### config.mk
export PLATFORM = sky130hd
export DESIGN_NAME = my_pc
export DESIGN_NICKNAME = d
export VERILOG_FILES = /design/src/rtl/my_pc_pkg.sv /design/src/rtl/my_pc_stack.sv /design/src/rtl/my_pc.sv
export SDC_FILE = /design/constraint.sdc
export NUM_CORES = 1
export LEC_CHECK = 0
export ABC_CLOCK_PERIOD_IN_PS = 2700
export CAP_MARGIN = 10
export CELL_PAD_IN_SITES_DETAIL_PLACEMENT = 2
export CELL_PAD_IN_SITES_GLOBAL_PLACEMENT = 2
export CORE_MARGIN = 10
export CORE_UTILIZATION = 35
export DETAILED_ROUTE_END_ITERATION = 7
export GPL_ROUTABILITY_DRIVEN = 1
export HOLD_SLACK_MARGIN = 0.06
export PLACE_DENSITY_LB_ADDON = 0.3
export SLEW_MARGIN = 20
export SYNTH_ARGS = -nofsm -noshare
export SYNTH_HDL_FRONTEND = slang
export SYNTH_HIERARCHICAL = 1
export SYNTH_SLANG_ARGS = --single-unit
### constraint.sdc
create_clock -name clk -period 2.7 [get_ports clk]
set_input_delay 0.54 -clock clk [delete_from_list [all_inputs] [get_ports clk]]
set_output_delay 0.54 -clock clk [all_outputs]
set_load 0.01 [all_outputs]
### src/rtl/my_pc_pkg.sv
// my_pc_pkg: shared types and default sizes for the my_pc program counter.
// The operation enum is the result of the priority decode of the control inputs.
package my_pc_pkg;

  localparam int PC_WIDTH = 16;
  localparam int PC_DEPTH = 8;

  typedef enum logic [2:0] {
    OP_HOLD = 3'd0,
    OP_INC  = 3'd1,
    OP_LD   = 3'd2,
    OP_RET  = 3'd3,
    OP_CALL = 3'd4,
    OP_CLR  = 3'd5
  } pc_op_t;

endpackage

### src/rtl/my_pc_stack.sv
// my_pc_stack: DEPTH x WIDTH return-address LIFO.
// depth/full/empty are registered; full/empty are updated from the next depth
// value so they line up with depth after every edge.
module my_pc_stack
  import my_pc_pkg::*;
#(
  parameter int WIDTH = PC_WIDTH,
  parameter int DEPTH = PC_DEPTH
) (
  input  logic                     clk,
  input  logic                     rst_n,
  input  logic                     clr,
  input  logic                     push,
  input  logic                     pop,
  input  logic [WIDTH-1:0]         push_val,
  output logic [WIDTH-1:0]         top,
  output logic [$clog2(DEPTH):0]   depth,
  output logic                     full,
  output logic                     empty
);

  localparam int AW = $clog2(DEPTH);

  logic [WIDTH-1:0] mem_r [DEPTH];
  logic [AW:0]      depth_r;
  logic [AW:0]      depth_nxt_s;
  logic             full_r;
  logic             empty_r;
  logic             do_push_s;
  logic             do_pop_s;
  logic [AW-1:0]    top_idx_s;

  // Qualify push/pop against occupancy and compute the next depth.
  always_comb begin
    do_push_s   = 1'b0;
    do_pop_s    = 1'b0;
    depth_nxt_s = depth_r;
    top_idx_s   = depth_r[AW-1:0] - AW'(1);
    if (clr) begin
      depth_nxt_s = '0;
    end else if (push && !full_r) begin
      do_push_s   = 1'b1;
      depth_nxt_s = depth_r + (AW+1)'(1);
    end else if (pop && !empty_r) begin
      do_pop_s    = 1'b1;
      depth_nxt_s = depth_r - (AW+1)'(1);
    end else begin
      depth_nxt_s = depth_r;
    end
  end

  // Occupancy and status flags.
  always_ff @(posedge clk or negedge rst_n) begin
    if (!rst_n) begin
      depth_r <= '0;
      full_r  <= 1'b0;
      empty_r <= 1'b1;
    end else begin
      depth_r <= depth_nxt_s;
      full_r  <= (depth_nxt_s == (AW+1)'(DEPTH));
      empty_r <= (depth_nxt_s == (AW+1)'(0));
    end
  end

  // Storage array; a push writes the slot just above the current top.
  always_ff @(posedge clk or negedge rst_n) begin
    if (!rst_n) begin
      for (int i = 0; i < DEPTH; i++) mem_r[i] <= '0;
    end else if (do_push_s) begin
      mem_r[depth_r[AW-1:0]] <= push_val;
    end else begin
      mem_r <= mem_r;
    end
  end

  // do_pop_s only gates occupancy; the popped value is read through top.
  logic unused_pop_s;
  assign unused_pop_s = do_pop_s;

  assign top   = mem_r[top_idx_s];
  assign depth = depth_r;
  assign full  = full_r;
  assign empty = empty_r;

endmodule

### src/rtl/my_pc.sv
// my_pc: program counter with clear/load/increment and a return-address stack.
// Priority: clr > call > ret > ld > inc > hold. All outputs are registered.
// Optional feature macro MY_PC_ERR_EN adds a sticky err output that flags
// call while full and ret while empty.
module my_pc
  import my_pc_pkg::*;
#(
  parameter int WIDTH = PC_WIDTH,
  parameter int DEPTH = PC_DEPTH
) (
  input  logic                     clk,
  input  logic                     rst_n,
  input  logic                     clr,
  input  logic                     ld,
  input  logic                     inc,
  input  logic                     call,
  input  logic                     ret,
  input  logic [WIDTH-1:0]         ld_val,
  output logic [WIDTH-1:0]         out,
  output logic [$clog2(DEPTH):0]   depth,
  output logic                     full,
  output logic                     empty
`ifdef MY_PC_ERR_EN
  ,
  output logic                     err
`endif
);

  pc_op_t           op_s;
  logic [WIDTH-1:0] out_r;
  logic [WIDTH-1:0] top_s;
  logic             push_s;
  logic             pop_s;
  logic             full_s;
  logic             empty_s;

  // Priority decode of the control inputs into a single operation.
  always_comb begin
    op_s = OP_HOLD;
    if (clr) begin
      op_s = OP_CLR;
    end else if (call) begin
      op_s = OP_CALL;
    end else if (ret) begin
      op_s = OP_RET;
    end else if (ld) begin
      op_s = OP_LD;
    end else if (inc) begin
      op_s = OP_INC;
    end else begin
      op_s = OP_HOLD;
    end
  end

  // The stack drops pushes when full and ignores pops when empty.
  assign push_s = (op_s == OP_CALL);
  assign pop_s  = (op_s == OP_RET);

  my_pc_stack #(
    .WIDTH (WIDTH),
    .DEPTH (DEPTH)
  ) u_stack (
    .clk      (clk),
    .rst_n    (rst_n),
    .clr      (clr),
    .push     (push_s),
    .pop      (pop_s),
    .push_val (out_r + WIDTH'(1)),
    .top      (top_s),
    .depth    (depth),
    .full     (full_s),
    .empty    (empty_s)
  );

  // Address register update for the decoded operation.
  always_ff @(posedge clk or negedge rst_n) begin
    if (!rst_n) begin
      out_r <= '0;
    end else begin
      case (op_s)
        OP_CLR:  out_r <= '0;
        OP_CALL: out_r <= ld_val;
        OP_RET:  out_r <= empty_s ? out_r : top_s;
        OP_LD:   out_r <= ld_val;
        OP_INC:  out_r <= out_r + WIDTH'(1);
        OP_HOLD: out_r <= out_r;
        default: out_r <= out_r;
      endcase
    end
  end

`ifdef MY_PC_ERR_EN
  logic err_r;

  // Sticky stack error, cleared only by reset or clr.
  always_ff @(posedge clk or negedge rst_n) begin
    if (!rst_n) begin
      err_r <= 1'b0;
    end else if (op_s == OP_CLR) begin
      err_r <= 1'b0;
    end else if (((op_s == OP_CALL) && full_s) || ((op_s == OP_RET) && empty_s)) begin
      err_r <= 1'b1;
    end else begin
      err_r <= err_r;
    end
  end

  assign err = err_r;
`endif

  assign out   = out_r;
  assign full  = full_s;
  assign empty = empty_s;

endmodule

==> run metrics, run 1 <==
status=completed; antenna-violating nets left=0; Row Count=53; DP HPWL=14260 µm; I/O pins=45; Synth cell types=52; worst min-delay path class=input pin to asynchronous set/reset pin; Sw Share=0.2404; fraction of registers with async set/reset=1.000; largest family of logic cells by synthesized area=multiplexers; overall routing resource usage=0.1588; Starting Density=0.3556; mean number of vias per cell=5.518; crit-path max cell delay=410 ps; largest net degree at the start of global routing=76; pwr dens=630.5 nW/µm²; most frequent cells in the layout=148 x dfrtp_1, 144 x mux2_2, 43 x clkdlybuf4s50_1; Synth top area share=0.4987; Yosys reg bits=150; worst-path maximum fanout=32; Vias=4834; Worst-Margin Slew=816.7 ps; postcts setup bufs=0; sequential share of power=0.425; Fillers=2051; fin area=8999 µm²; post_cts resized=0; CTS Buffer Depth=2; Clock Power Share=0.468; Buffers on Ports=44; initial antenna violation count=0; CTS clk-pin slew, worst paths=70 ps; Routed WL=~22000 µm; Die H=166.2 µm; DRT Pass-1 Iters=5; cell chain of the critical path=inv_2, ha_1, buf_12, mux4_2, mux2_2, a222oi_1, o21ai_1; H-tree depth=4; Final Non-Filler Cells=876; Worst R2R Path Depth=7; number of hold buffers added after cts=0; Net Switching=0.001364 W; largest cells by area after synthesis=dfrtp_1 50%, mux2_2 22%, mux4_2 9.6%; Post-DP Area=8343 µm²; Netlist Area Pre-Place=about 7500 µm²; critical path's slowest cell=ha_1; # nets final=614; routability cong.=0.7756; total gr overflow=0; Rel. slew slack=0.4517; Synth Area in Adders=0.005021; Post-Synth XOR/XNOR Area=0.01874; worst-skew pair later-pin latency=430 ps; post-synthesis mux area share=0.3133; Final Setup Violations=0; first-pass GRT wire length=around 34000 µm; Tmin final=between 2000 and 3000 ps; Synth area leader=dfrtp_1; Final Cycle Share=0.9414; share of layout cells above drive strength 1=0.4293; RSZ-0062 raised after global routing=no; most common cell after layout, fill and taps aside=dfrtp_1; Inserted Clock Buffers=17; CP Data Required Time=3000 ps; Synth Flop Type=dfrtp_1; VDD IR-drop max=0.0003031 V; Worst Path Arrival=2840 ps; die width=166.2 µm; # diodes=0; Synth Warn #=6; critical path type=flop to flop; combinational power share=0.107; Synth Area in Compound Gates=0.05439; Die Area=27610 µm²; Lkg Pwr=between 4 and 5 nW; Setup crit start kind=flop; vias in the first global route=between 5000 and 6000; Mapped Cells=528; TritonCTS clock tree=done; area grow syn2layout=20.37%; DRC=0; max_cap viols=0; Max Freq=0.3934 GHz; CTS sink count=150; fin. max-slew vios=0; Simple-Gate Fraction of Synth Area=0.07180; Post-Synthesis Net Count=554; final setup skew=10.64 ps; Routed wire per std cell=24.80 µm; element type at the critical path end=flop; Post-Place Cells=844; Root Buffer=clkbuf_16; Post-synth EDFFs=0; internal power=0.004309 W; DRT iter0 DRCs=276; Synth Area per Inst=14.16 µm²; Final Hold Vio Count=0; Seq/Total Area, Yosys=0.5023; Core Region=21020 µm²
==> cells in the mapped netlist (3+ instances only) <==
| master | number |
|---|---|
| dfrtp_1 | 149 |
| mux2_2 | 144 |
| mux4_2 | 32 |
| nor2_1 | 26 |
| o21ai_0 | 17 |
| buf_2 | 13 |
| a222oi_1 | 12 |
| xor2_1 | 11 |
| a21oi_1 | 8 |
| inv_1 | 7 |
| nand2_2 | 7 |
| nor3_1 | 7 |
| and3_1 | 6 |
| buf_4 | 6 |
| clkbuf_1 | 6 |
| nand2_1 | 6 |
| nand3_1 | 6 |
| o21ai_1 | 6 |
| buf_6 | 5 |
| xnor2_1 | 5 |
| a221oi_1 | 3 |
| and2_1 | 3 |
| ha_1 | 3 |
| nor2b_1 | 3 |
==> worst paths after layout <==
| path | from | to | slack (ps) |
|---|---|---|---|
| worst min register to register | u_stack/mem_r[82] | u_stack/mem_r[82] | 500 |
| min in group clk | u_stack/mem_r[82] | u_stack/mem_r[82] | 500 |
| worst max register to register | u_stack/depth[0] | out[11] | 160 |
| worst max-delay path | u_stack/depth[0] | out[11] | 160 |
| worst min-delay path | rst_n | u_stack/mem_r[97] | 100 |
| max in group asynchronous | rst_n | u_stack/mem_r[85] | 1830 |
==> power groups by stage <==
stage | combinational [W] | clock, W | sequential (W)
2_1_floorplan | 0.000341 | 0 | 0.00243
3_3_place_gp | 0.000593 | 0 | 0.00244
3_5_place_dp | 0.000608 | 0 | 0.00245
4_1_cts | 0.000615 | 0.00273 | 0.00241
5_1_grt | 0.000654 | 0.00283 | 0.00242
6_report | 0.000604 | 0.00266 | 0.00241
==> worst max-delay path, delay by kind of cell (launching register included) <==
kind	cells	cell delay [ps]
mux	2	670
compound gates	2	520
fa+ha+maj	1	410
flops	1	400
buf+inv	2	360
==> state kept, by name (all words and copies together), names as in the netlist <==
name	count
out	16
u_stack/depth	4
u_stack/empty	1
u_stack/full	1
u_stack/mem_r	128
==> cell type report <==
cell class | count | area, µm² | area share
clock buffer | 20 | 456.7 | 0.05075
clock inverter | 12 | 198.9 | 0.02211
inverter | 8 | 30.03 | 0.003337
multi-input combinational | 337 | 3471 | 0.3857
sequential | 150 | 3756 | 0.4174
tap | 275 | 344.1 | 0.03824
timing repair buffer | 74 | 742.0 | 0.08245
==> cell families (layout without fill, tap and decap cells) <==
group,count (synthesis),count (layout)
adder cells (fa/ha/maj),3,3
buffers and inverters,41,114
flip-flops,150,150
multiplexers,176,176
XOR/XNOR,16,16
AO/OA/AOI/OAI,59,59
AND/OR/NAND/NOR,83,83
==> through the flow <==
stage                     setup slack, ps  hold slack, ps  setup TNS, ps  total power (W)  utilization
after CTS                           175.4           153.8              0         0.005755       0.4281
after floorplan                     122.1           244.4              0         0.002774            -
final                               158.2           99.67              0         0.005674       0.4281
after global placement              50.00           480.5              0         0.003032       0.3969
after global routing                48.56           171.7              0         0.005901       0.4281
after detailed placement           -45.31           491.8         -82.94         0.003061       0.3969
==> per-layer routing <==
metal,GRT usage,up-vias,wire [µm]
met5,0,-,0
met4,0.04661,0,277
met3,0.02840,17,720
met2,0.2705,96,10970
met1,0.2008,2612,9760
li1,-,2109,-
Note: power is estimated with default switching activity, not from simulation.
==> run 2, diff against run 1 <==
CTS_BUF_LIST = sky130_fd_sc_hd__clkbuf_16   (was unset)
==> run 2 against run 1 <==
Compared with the run above:
- sequential share of layout area rose by 0.093 points
- critical path depth unchanged
- clock power is 2% lower
- clock skew barely moved
- die area unchanged
- power fell by 1.0%
- worst hold slack improved by 3.0 ps
- final cell count unchanged
- worst setup slack better by 5.0 ps
==> run metrics, run 2 (synthesis gave the netlist of run 1 again) <==
status=completed (unchanged); critical path type=flop to flop (unchanged); pwr dens=625.6 nW/µm² (was 630.5 nW/µm²); Worst-Margin Slew=811.6 ps (was 816.7 ps); Setup crit start=u_stack/depth[0] (unchanged); Starting Density=0.3556 (unchanged); number of hold buffers added after cts=0 (unchanged); area grow syn2layout=20.10% (was 20.37%); VDD IR-drop max=0.0003027 V (was 0.0003031 V); Routed WL=21670 µm (was 21720 µm); delay-heaviest family, CP=multiplexers (unchanged); most common cell after layout, fill and taps aside=dfrtp_1 (unchanged); DRC=0 (unchanged); Tmin final=2537 ps (was 2542 ps); most frequent cells in the layout=148 x dfrtp_1, 144 x mux2_2, 43 x clkdlybuf4s50_1 (unchanged); Net Switching=0.001368 W (was 0.001364 W); worst min-delay path class=input pin to asynchronous set/reset pin (unchanged); first-pass GRT wire length=34330 µm (was 34320 µm); internal power=0.004249 W (was 0.004309 W); Clock Power Share=0.463 (was 0.468); initial antenna violation count=0 (unchanged); Row Count=53 (unchanged); CTS clk-pin slew, worst paths=70 ps (about the same); cell chain of the critical path=inv_2, ha_1, buf_12, mux4_2, mux2_2, a222oi_1, o21ai_1 (unchanged); DP HPWL=14260 µm (unchanged); worst-skew pair later-pin latency=440 ps (was 430 ps); combinational power share=0.107 (about the same); r2r startpoint=u_stack/depth[0] (unchanged); fin. max-slew vios=0 (unchanged); Buf/Inv on CP=2 (unchanged); TritonCTS clock tree=done (unchanged); post_cts resized=0 (unchanged); CTS Buffer Depth=2 (unchanged); R2R Setup Slk=160 ps (about the same); Die H=166.2 µm (unchanged); CP Data Required Time=3000 ps (about the same); postcts setup bufs=0 (unchanged); worst-path maximum fanout=32 (unchanged); Buffers on Ports=44 (unchanged); Post-Place Cells=844 (unchanged); Routed wire per std cell=24.73 µm (was 24.80 µm); Final Cycle Share=0.9395 (was 0.9414); Vias=4783 (was 4834); mean number of vias per cell=5.460 (was 5.518); element type at the critical path end=flop (unchanged); share of layout cells above drive strength 1=0.4260 (was 0.4293); Pwr Total=0.005617 W (was 0.005674 W); Max Freq=0.3942 GHz (was 0.3934 GHz); die width=166.2 µm (unchanged); Sw Share=0.2436 (was 0.2404); critical path's slowest cell=ha_1 (unchanged); Final Hold Vio Count=0 (unchanged); max_cap viols=0 (unchanged); Worst Path Arrival=2840 ps (about the same); Crit Reg-Reg Endpoint=out[11] (unchanged); Critical Path End=out[11] (unchanged); Final Non-Filler Cells=876 (unchanged); Setup crit start kind=flop (unchanged); H-tree depth=4 (unchanged); overall routing resource usage=0.1592 (was 0.1588); crit-path max cell delay=410 ps (about the same); DRT Pass-1 Iters=5 (unchanged); Core Region=21020 µm² (unchanged); largest net degree at the start of global routing=76 (unchanged); I/O pins=45 (unchanged); WHS=102.7 ps (was 99.67 ps); # nets final=614 (unchanged); Worst R2R Path Depth=7 (unchanged); final core utilization=0.4271 (was 0.4281); Rel. slew slack=0.4550 (was 0.4517); Root Buffer=clkbuf_16 (unchanged); RSZ-0062 raised after global routing=no (unchanged); antenna-violating nets left=0 (unchanged); final setup skew=10.97 ps (was 10.64 ps); Die Area=27610 µm² (unchanged); sequential share of power=0.429 (was 0.425); vias in the first global route=5601 (was 5618); Inserted Clock Buffers=17 (unchanged); Final Setup Violations=0 (unchanged); CP Depth=7 (unchanged); Fillers=2052 (was 2051); CTS sink count=150 (unchanged); # diodes=0 (unchanged); total gr overflow=0 (unchanged); Largest register FFs=128 (unchanged); largest register by flop count=u_stack/mem_r (unchanged); DRT iter0 DRCs=295 (was 276); Lkg Pwr=4.183 nW (was 4.191 nW); routability cong.=0.7756 (unchanged)
-- run 2: cell count changes in the layout (fill, tap and decap cells not counted), sizes merged --
cell and delta:
clkbuf -3, clkinv +2, inv +1
-- run 2: final cells by class --
| class | instances | area (µm²) | share of cell area |
|---|---|---|---|
| tap | 275 | 344.1 | 0.03832 |
| timing repair buffer | 74 | 742.0 | 0.08264 |
| multi-input combinational | 337 | 3471 | 0.3866 |
| inverter | 8 | 30.03 | 0.003344 |
| sequential | 150 | 3756 | 0.4183 |
| clock inverter | 15 | 210.2 | 0.02341 |
| clock buffer | 17 | 425.4 | 0.04738 |
-- run 2: routing by layer --
layer | wire, µm | GRT usage
met1 | 9849 | 0.2016
met2 | 10980 | 0.2707
met3 | 606 | 0.03218
met4 | 231 | 0.04083
met5 | 0 | 0
-- run 2: worst min-delay path by stage --
| stage | slack, ps | from | end |
|---|---|---|---|
| 2_1_floorplan | 240 | rst_n | out[0] |
| 3_3_place_gp | 480 | u_stack/mem_r[109] | u_stack/mem_r[109] |
| 3_5_place_dp | 490 | u_stack/mem_r[109] | u_stack/mem_r[109] |
| 4_1_cts | 150 | rst_n | u_stack/mem_r[97] |
| 5_1_grt | 160 | rst_n | u_stack/mem_r[97] |
| 6_report | 100 | rst_n | u_stack/mem_r[97] |
-- run 2: worst reg2reg max path, cell delays in order, from the launching register on --
cell      delay, ps
dfrtp_2         400
inv_2            90
ha_1            410
buf_12          260
mux4_2          400
mux2_2          320
a222oi_1        390
o21ai_1         130
-- run 2: per-stage QoR --
| step | setup TNS, ps | cell area (µm²) | setup WS [ps] |
|---|---|---|---|
| floorplan | 0 | 7476 | 122.1 |
| global placement | 0 | 8343 | 50.00 |
| detailed placement | -82.94 | 8343 | -45.31 |
| CTS | 0 | 8979 | 175.5 |
| global route | 0 | 8979 | 48.07 |
| finish | 0 | 8979 | 163.2 |
-- run 2: power by group through the flow --
stage	Combinational, W	Clock [W]	Sequential, W
detailed placement	0.000608	0	0.00245
floorplan	0.000341	0	0.00243
CTS	0.000616	0.00266	0.00241
finish	0.000603	0.00260	0.00241
global route	0.000654	0.00277	0.00242
global placement	0.000593	0	0.00244
